`src/rtl/hdmi_line_prefetch.sv`:
```
// hdmi_line_prefetch
// Prefetches the next display line from a linear frame buffer into a
// ping-pong line buffer. It issues fixed-length read bursts just after the
// encoder passes the end of the active part of a line. The display buffer is
// swapped at the start of the next active line.
//
// Parameters
//   FB_BASE          byte address of pixel (0,0)
//   LINE_STRIDE      bytes between successive lines
//   BURST_BEATS      4-byte pixels per burst (power of two, 1..256)
//   MAX_OUTSTANDING  accepted-but-incomplete bursts allowed (1..15)
//
// Ports
//   clk_pixel, reset_n              pixel clock, async active-low reset
//   enable                          prefetching allowed while high
//   cx, cy                          current encoder pixel position
//   screen_width/height             active area size
//   frame_height                    total lines per frame
//   rd_req_valid/ready/addr/len     burst read request handshake
//   rd_done                         one pulse per burst landed in the buffer
//   buf_sel                         buffer read by the display
//   underrun, underrun_clr          sticky late-line flag and its clear
module hdmi_line_prefetch #(
   parameter logic [31:0] FB_BASE         = 32'h1000_0000,
   parameter int unsigned LINE_STRIDE     = 10240,
   parameter int unsigned BURST_BEATS     = 16,
   parameter int unsigned MAX_OUTSTANDING = 2
) (
   input  logic        clk_pixel,
   input  logic        reset_n,
   input  logic        enable,
   input  logic [11:0] cx,
   input  logic [11:0] cy,
   input  logic [11:0] screen_width,
   input  logic [11:0] screen_height,
   input  logic [11:0] frame_height,
   output logic        rd_req_valid,
   input  logic        rd_req_ready,
   output logic [31:0] rd_req_addr,
   output logic [7:0]  rd_req_len,
   input  logic        rd_done,
   output logic        buf_sel,
   output logic        underrun,
   input  logic        underrun_clr
);

   typedef enum logic [1:0] {IDLE, WAIT_TRIG, ISSUE, DRAIN} state_t;

   localparam logic [7:0]  LEN     = 8'(BURST_BEATS - 1);
   localparam logic [12:0] STEP    = 13'(BURST_BEATS);
   localparam logic [3:0]  MAX_OUT = 4'(MAX_OUTSTANDING);

   state_t      state;
   logic [3:0]  outstanding;
   logic [12:0] offset;      // pixel offset of the next burst within the line
   logic [31:0] line_base;
   logic [31:0] pend_base;   // base of the line to start once a stale line drains
   logic        fill_done;
   logic        stale;

   logic        trigger;
   logic        disp_start;
   logic        handshake;
   logic        hold;
   logic [12:0] cy_plus1;
   logic [11:0] target;
   logic [31:0] target_base;
   logic [3:0]  out_next;
   logic [12:0] off_next;

   // The burst length never changes, so it is a constant output.
   assign rd_req_len = LEN;

   // 13-bit compare keeps a zero screen_height from wrapping.
   assign cy_plus1    = {1'b0, cy} + 13'd1;
   assign trigger     = (cx == screen_width) &&
                        ((cy_plus1 < {1'b0, screen_height}) || (cy == frame_height - 12'd1));
   assign target      = (cy == frame_height - 12'd1) ? 12'd0 : cy + 12'd1;
   assign target_base = FB_BASE + 32'(target) * 32'(LINE_STRIDE);
   assign disp_start  = (cx == 12'd0) && (cy < screen_height);

   assign handshake = rd_req_valid & rd_req_ready;
   // An offered request must stay put until it is accepted.
   assign hold      = rd_req_valid & ~rd_req_ready;
   // rd_done with nothing outstanding is a leftover from before a reset.
   assign out_next  = outstanding + {3'b000, handshake}
                      - {3'b000, (rd_done && (outstanding != 4'd0))};
   assign off_next  = handshake ? offset + STEP : offset;

   always_ff @(posedge clk_pixel or negedge reset_n) begin
      if (!reset_n) begin
         state        <= IDLE;
         rd_req_valid <= 1'b0;
         rd_req_addr  <= 32'd0;
         buf_sel      <= 1'b0;
         underrun     <= 1'b0;
         outstanding  <= 4'd0;
         offset       <= 13'd0;
         line_base    <= 32'd0;
         pend_base    <= 32'd0;
         fill_done    <= 1'b0;
         stale        <= 1'b0;
      end else begin
         outstanding <= out_next;
         offset      <= off_next;

         // Display side runs in every state. Assignments to fill_done made
         // by the FSM below take precedence over the swap-time clear.
         if (disp_start && fill_done) begin
            buf_sel   <= ~buf_sel;
            fill_done <= 1'b0;
         end
         if (disp_start && !fill_done)
            underrun <= 1'b1;
         else if (underrun_clr)
            underrun <= 1'b0;

         case (state)
            IDLE: begin
               rd_req_valid <= 1'b0;
               fill_done    <= 1'b0;
               stale        <= 1'b0;
               if (enable)
                  state <= WAIT_TRIG;
            end

            WAIT_TRIG: begin
               if (!enable) begin
                  state     <= IDLE;
                  fill_done <= 1'b0;
               end else if (trigger) begin
                  state     <= ISSUE;
                  line_base <= target_base;
                  offset    <= 13'd0;
                  fill_done <= 1'b0;
               end
            end

            ISSUE: begin
               if (trigger) begin
                  stale     <= 1'b1;
                  pend_base <= target_base;
               end
               if (!hold) begin
                  if (stale || trigger || !enable || (off_next >= {1'b0, screen_width})) begin
                     rd_req_valid <= 1'b0;
                     state        <= DRAIN;
                  end else if (out_next < MAX_OUT) begin
                     rd_req_valid <= 1'b1;
                     rd_req_addr  <= line_base + {17'd0, off_next, 2'b00};
                  end else begin
                     rd_req_valid <= 1'b0;
                  end
               end
            end

            DRAIN: begin
               if (trigger) begin
                  stale     <= 1'b1;
                  pend_base <= target_base;
               end
               if (outstanding == 4'd0) begin
                  if (!enable) begin
                     state     <= IDLE;
                     stale     <= 1'b0;
                     fill_done <= 1'b0;
                  end else if (stale || trigger) begin
                     // Abandon the stale line and go straight to the new one.
                     state     <= ISSUE;
                     line_base <= trigger ? target_base : pend_base;
                     offset    <= 13'd0;
                     stale     <= 1'b0;
                  end else begin
                     fill_done <= 1'b1;
                     state     <= WAIT_TRIG;
                  end
               end
            end

            default: state <= IDLE;
         endcase
      end
   end

endmodule
```
`config.mk`:
```
export PLATFORM = sky130hd
export DESIGN_NAME = hdmi_line_prefetch
export DESIGN_NICKNAME = d
export VERILOG_FILES = /design/src/rtl/hdmi_line_prefetch.sv
export SDC_FILE = /design/constraint.sdc
export NUM_CORES = 1
export LEC_CHECK = 0
export CAP_MARGIN = 10
export CORE_ASPECT_RATIO = 1.2
export CORE_MARGIN = 2
export CORE_UTILIZATION = 25
export CTS_BUF_LIST = sky130_fd_sc_hd__clkbuf_16
export DETAILED_ROUTE_END_ITERATION = 8
export HOLD_SLACK_MARGIN = 0.12
export SYNTH_ARGS = -nofsm -noshare
export SYNTH_HDL_FRONTEND = slang
export SYNTH_SLANG_ARGS = --single-unit
```
`constraint.sdc`:
```
create_clock -name clk_pixel -period 4.05 [get_ports clk_pixel]
set_clock_uncertainty 0.1 [all_clocks]
set_input_delay 0.6075 -clock clk_pixel [delete_from_list [all_inputs] [get_ports clk_pixel]]
set_output_delay 0.6075 -clock clk_pixel [all_outputs]
set_load 0.02 [all_outputs]
```
==> impl_metrics.yaml, run 1 <==
synth:
  synth_area_leader_cell: "dfrtp_1"
  synthArstFlopShare_pct: 100
  synthTopCellsByArea: "dfrtp_1 38%, ha_1 11%, xnor2_1 6.1%, mux2_4 5.7%, mux2_2 2.6%"
  ys_seq_elements: 116
  synthCells: 748
  synth-seq-area-share_pct: 37.9
  ys.flop_type: "dfrtp_1"
  ys.warnings.count: 0
  avgSynthCellArea_sq_um: 10.2
  netlist.area_leader.share_pct: 37.9
  post_synth_num_cell_types: 74
  synth-edff-count: 0
  syn_area_sq_mm: 0.00766
critical_path:
  timing.rr.start: "outstanding[2]"
  end_kind: "flip-flop"
  arrival_ns: 4.35
  cp-start-kind: "input pin"
  crit_start: "frame_height[9]"
  worstSetupPathType: "input pin to flip-flop"
  worst_ep_required_time_ns: 4.24
  cp_max_fo: 8
pwr:
  finalPower_mw: 3.61
  p_per_area_mw_per_mm2: 325
  vdd_ir_drop_max_uv: 229
  leakagePower_nw: 5.41
clock_network:
  cts-root-buf: "clkbuf_16"
  tritoncts.num_buffers: 17
  tritoncts: "done"
  clock_latency_ns: 0.41
  clock_path_buffers: 2
  cts.sinks: 116
  cts.clk_slew.worst_paths_ns: 0.05
  htree_levels: 4
job:
  max-cap-violations: 0
layout:
  synthToLayoutAreaGrowth_pct: 44.9
  drive_gt1_share_pct: 29.3
  layout_common_cells: "134 x buf_4, 116 x dfrtp_1, 84 x clkdlybuf4s50_1"
  design_area_sq_mm: 0.0111
  fin_nets: 1114
  mostFrequentLayoutCell: "buf_4"
  postLayoutCoreUtil_pct: 36.7
  diodes: 0
die:
  num_rows: 70
  dieArea_sq_mm: 0.0321
  ioPinCount: 109
  start_util_pct: 25.3
  die_w_um: 164
  coreArea_sq_mm: 0.0303
  die_y_um: 196
timing:
  slew_headroom_pct: 43.2
  setup_viol: 6
  setup_slack_ns: -0.112
  min_period_ns: 4.16
  slew_violations: 0
  tightest_slew_ns: 0.852
  fin_crit_sh_pct: 103
  finalHoldViolations: 0
  rsz0062_at_grt: "yes"
  timing.fmax_mhz: 240
drt:
  drtAntennaViolNets: 0
  drtPass1Iterations: 4
  drtIter0Drc: 225
  drc: 0
  wl_per_cell_um: 13.7
  drt_wl_total_um: 19000
  num_vias: 6194
  via_per_inst: 4.46
grt:
  gr-usage-all-layers_pct: 12.1
  grt_first_pass_wirelength_um: 31300
  grt_overflow_total: 0
  grt_max_degree: 65
  grt_pass1_vias: 6341
  antenna_found_initial: 0
place:
  post-place-ws_ns: -1.02
  io_buffers: 100
  dp_hpwl_um: 14800
  gp_congestion: 0.818
  place_area_sq_mm: 0.0101
status:
  violations: "setup timing"
  outcome: "complete, but fails checks"
min_path:
  hold_class: "input pin to async pin"
==> area by class of cell <==
| type | instances | area (sq um) |
|---|---|---|
| inverter | 50 | 190 |
| timing repair buffer | 243 | 2160 |
| fill | 3048 | 19200 |
| multi-input combinational | 553 | 4720 |
| tap | 396 | 495 |
| sequential | 116 | 2900 |
| clock buffer | 17 | 425 |
| clock inverter | 14 | 218 |
==> synth_stat cells, types with 6 or more instances <==
cell	instances
dfrtp_1	116
ha_1	65
xnor2_1	53
nor2_1	52
inv_1	50
a21oi_1	38
and2_1	30
mux2_4	29
nand2_1	27
xor2_1	22
nand3_1	19
o21ai_0	19
mux2_2	18
a22o_1	17
clkbuf_1	14
mux2i_1	14
and3_1	11
nand4_1	10
nor2b_1	10
nor3_1	9
buf_4	8
nand2b_1	8
a21o_1	7
a211oi_1	6
or3_1	6
==> worst paths after layout <==
| kind | to | slack [ns] | cells after the start |
|---|---|---|---|
| max | line_base[24] | -0.11 | 18 |
| min | rd_req_addr[7] | 0.19 | 1 |
| max reg2reg | rd_req_addr[29] | 0.42 | 15 |
| min reg2reg | pend_base[28] | 0.36 | 2 |
| max in group asynchronous | pend_base[7] | 2.74 | 2 |
| min in group clk_pixel | pend_base[28] | 0.36 | 2 |
==> metal layers <==
| layer | vias up | track usage, % | share of wire, % |
|---|---|---|---|
| met1 | 2987 | 14.6 | 44 |
| met4 | 0 | 3.57 | 1.2 |
| li1 | 3092 | - | - |
| met3 | 14 | 2.07 | 3.0 |
| met5 | - | 0 | 0 |
| met2 | 101 | 21.8 | 52 |
==> report_power, final <==
group	total [mW]	switching, mW	internal, mW
logic	0.758	0.360	0.398
clock network	1.64	0.509	1.14
registers	1.20	0.0177	1.19
==> per-stage QoR <==
stage          instances  TNS [ns]  hold WS [ns]
3_3_place_gp        1343    -37.36         0.333
4_1_cts             1388    -0.269         0.233
5_1_grt             1389     -2.65         0.255
3_5_place_dp        1343    -39.04         0.346
2_1_floorplan        754     -2.11         0.212
6_report            1389    -0.372         0.189
==> cell families after synthesis <==
family | count (synthesis) | share of synthesized area [%]
simple gates | 213 | 15.0
buf+inv | 85 | 5.66
mux | 61 | 10.2
other cells | 2 | 0.0980
fa+ha+maj | 67 | 11.1
xor+xnor | 75 | 8.57
compound gates | 129 | 11.6
flops | 116 | 37.9
==> critical path, stage by stage <==
cell and delay [ns]:
clkdlybuf4s50_1 0.42, buf_4 0.15, or3_1 0.38, o32a_4 0.37
nand2_2 0.07, and4_4 0.28, buf_6 0.15, nor2_1 0.06
ha_1 0.32, ha_4 0.30, nand3_1 0.08, o211ai_1 0.22
o21ai_1 0.11, nand2b_1 0.10, a21oi_2 0.06, o21a_1 0.21
xnor2_2 0.14, a221o_1 0.31
==> registers in the layout, indices dropped and copies added, names as in the netlist, 2 cells and up <==
signal,count
offset,9
rd_req_addr,32
outstanding,4
pend_base,32
line_base,32
state,2
==> what timing repair did <==
item | in CTS | in global routing
gates resized for setup | 50 | 31
pin swaps | 25 | 22
setup endpoints to repair | 49 | 47
gates cloned | 1 | 0
hold buffers | 0 | 0
buffers inserted | 13 | 2
Note: power is estimated with default switching activity, not from simulation.
==> inputs of run 2 (changes only) <==
--- a/config.mk
+++ b/config.mk
@@ -10,8 +10,10 @@
 export CORE_MARGIN = 2
 export CORE_UTILIZATION = 25
 export CTS_BUF_LIST = sky130_fd_sc_hd__clkbuf_16
+export CTS_CLUSTER_DIAMETER = 150
 export DETAILED_ROUTE_END_ITERATION = 8
 export HOLD_SLACK_MARGIN = 0.12
+export PLACE_DENSITY_LB_ADDON = 0.3
 export SYNTH_ARGS = -nofsm -noshare
 export SYNTH_HDL_FRONTEND = slang
 export SYNTH_SLANG_ARGS = --single-unit
==> impl_metrics.yaml, run 2 (same netlist as run 1, synthesis figures left out) <==
status:
  outcome: "complete, but fails checks"
  violations: "setup timing"
min_path:
  hold_class: "input pin to async pin"
drt:
  via_per_inst: 4.40
  wl_per_cell_um: 14.0
  drtIter0Drc: 167
  drt_wl_total_um: 19600
  num_vias: 6156
  drtPass1Iterations: 4
  drtAntennaViolNets: 0
  drc: 0
timing:
  timing.fmax_mhz: 233
  rsz0062_at_grt: "yes"
  fin_crit_sh_pct: 106
  fin_tns_setup_ns: -1.03
  tightest_slew_ns: 0.801
  min_period_ns: 4.28
  setup_slack_ns: -0.235
  slew_violations: 0
  slew_headroom_pct: 46.6
  finalHoldViolations: 0
  setup_viol: 7
die:
  dieArea_sq_mm: 0.0321
  start_util_pct: 25.3
  coreArea_sq_mm: 0.0303
  num_rows: 70
  die_w_um: 164
  ioPinCount: 109
  die_y_um: 196
layout:
  largestRegisters: "line_base: 32 flops, pend_base: 32 flops, rd_req_addr: 32 flops"
  fin_nets: 1123
  fill_cells: 3009
  diodes: 0
  design_area_sq_mm: 0.0113
  synthToLayoutAreaGrowth_pct: 48.0
  drive_gt1_share_pct: 31.1
  mostFrequentLayoutCell: "buf_4"
  layout_common_cells: "136 x buf_4, 116 x dfrtp_1, 86 x clkdlybuf4s50_1"
critical_path:
  worstSetupPathType: "input pin to flip-flop"
  rrSetupSlack_ns: 0.34
  path_cells: "buf_6, or4_4, or3_4, o32a_4, nand2_2, and4_4, nor2_4, ha_4, ha_4, fa_2, a21oi_2, o211ai_1, o21ai_1, nand2b_1, a21oi_2, o21a_1, xnor2_2, a221o_1"
  cp-start-kind: "input pin"
  worst_ep_required_time_ns: 4.24
  crit_family: "simple AND/OR/NAND/NOR gates"
  end_kind: "flip-flop"
  cp_slowest_cell: "or4_4"
  arrival_ns: 4.48
  cp_max_fo: 7
  worst-path-buf-inv: 1
  r2r_cells: 15
  r2r-end: "rd_req_addr[18]"
  timing.rr.start: "outstanding[2]"
  slowest_delay_ns: 0.55
job:
  max-cap-violations: 0
grt:
  grt_max_degree: 63
  grt_first_pass_wirelength_um: 32400
  grt_pass1_vias: 6514
  gr-usage-all-layers_pct: 12.6
  antenna_found_initial: 0
  grt_overflow_total: 0
place:
  post-place-ws_ns: -1.07
  io_buffers: 100
  gp_congestion: 0.803
  place_area_sq_mm: 0.0101
  dp_hpwl_um: 14600
clock_network:
  htree_levels: 4
  cts-root-buf: "clkbuf_16"
  cts.sinks: 116
  tritoncts.num_buffers: 17
  holdBufCountCts: 0
  clock_path_buffers: 2
  cts.clk_slew.worst_paths_ns: 0.06
  tritoncts: "done"
  clock_latency_ns: 0.41
pwr:
  vdd_ir_drop_max_uv: 241
  leakagePower_nw: 5.48
  finalPower_mw: 3.65
  p_per_area_mw_per_mm2: 322
==> run 2: changes by cell type in the layout (fill, tap and decap cells not counted), sizes merged <==
| cell | previous run | this run |
|---|---|---|
| bufinv | 6 | 5 |
| dlygate4sd2 | 4 | 5 |
| clkbuf | 17 | 18 |
| clkinvlp | 1 | 3 |
| inv | 52 | 54 |
| buf | 148 | 156 |
| dlymetal6s2s | 5 | 4 |
| clkdlybuf4s50 | 84 | 86 |
| clkinv | 5 | 2 |
| clkdlybuf4s15 | 2 | 0 |
==> run 2: power by group <==
part / internal [mW] / switching (mW) / total [mW]
Sequential: 1.19 / 0.0175 / 1.20
Clock: 1.10 / 0.564 / 1.66
Combinational: 0.418 / 0.368 / 0.787
Total: 2.70 / 0.950 / 3.65
==> run 2: worst max path at each step <==
stage	startpoint	endpoint	slack [ns]	cells after the start
after floorplan	frame_height[0]	line_base[24]	-0.48	21
after global placement	frame_height[3]	line_base[24]	-1.00	18
after detailed placement	frame_height[1]	line_base[24]	-1.07	20
after CTS	frame_height[2]	line_base[25]	-0.16	18
after global routing	frame_height[2]	line_base[24]	-0.38	18
final	frame_height[2]	line_base[24]	-0.23	18
==> run 2: per-layer routing <==
metal / up-vias / routed length, um / GRT usage [%]
met4: 0 / 296 / 3.93
met1: 2917 / 8390 / 15.1
met3: 18 / 540 / 1.97
met5: - / 0 / 0
met2: 100 / 10300 / 23.0
li1: 3121 / - / -
==> run 2: timing repair <==
action / in CTS / in global routing
pin swaps: 37 / 35
buffers inserted: 27 / 7
endpoints found under the setup margin: 48 / 92
gates resized for setup: 63 / 38
cloned: 3 / 1
endpoints found under the hold margin: 0 / 0
==> run 2: layout make-up <==
type | instances | area [sq um] | area share [%]
clock inverters | 14 | 225 | 1.98
clock buffers | 17 | 425 | 3.75
well taps | 396 | 495 | 4.37
multi-input cells | 553 | 4810 | 42.4
flip-flops and latches | 116 | 2900 | 25.6
inverters | 50 | 188 | 1.65
repair buffers | 252 | 2300 | 20.3
==> run 2: through the flow <==
step,hold slack (ns),utilization [%],cells
after global routing,0.247,37.4,1398
final,0.181,37.4,1398
after detailed placement,0.347,33.4,1340
after floorplan,0.212,-,754
after global placement,0.325,33.4,1340
after CTS,0.209,36.9,1400
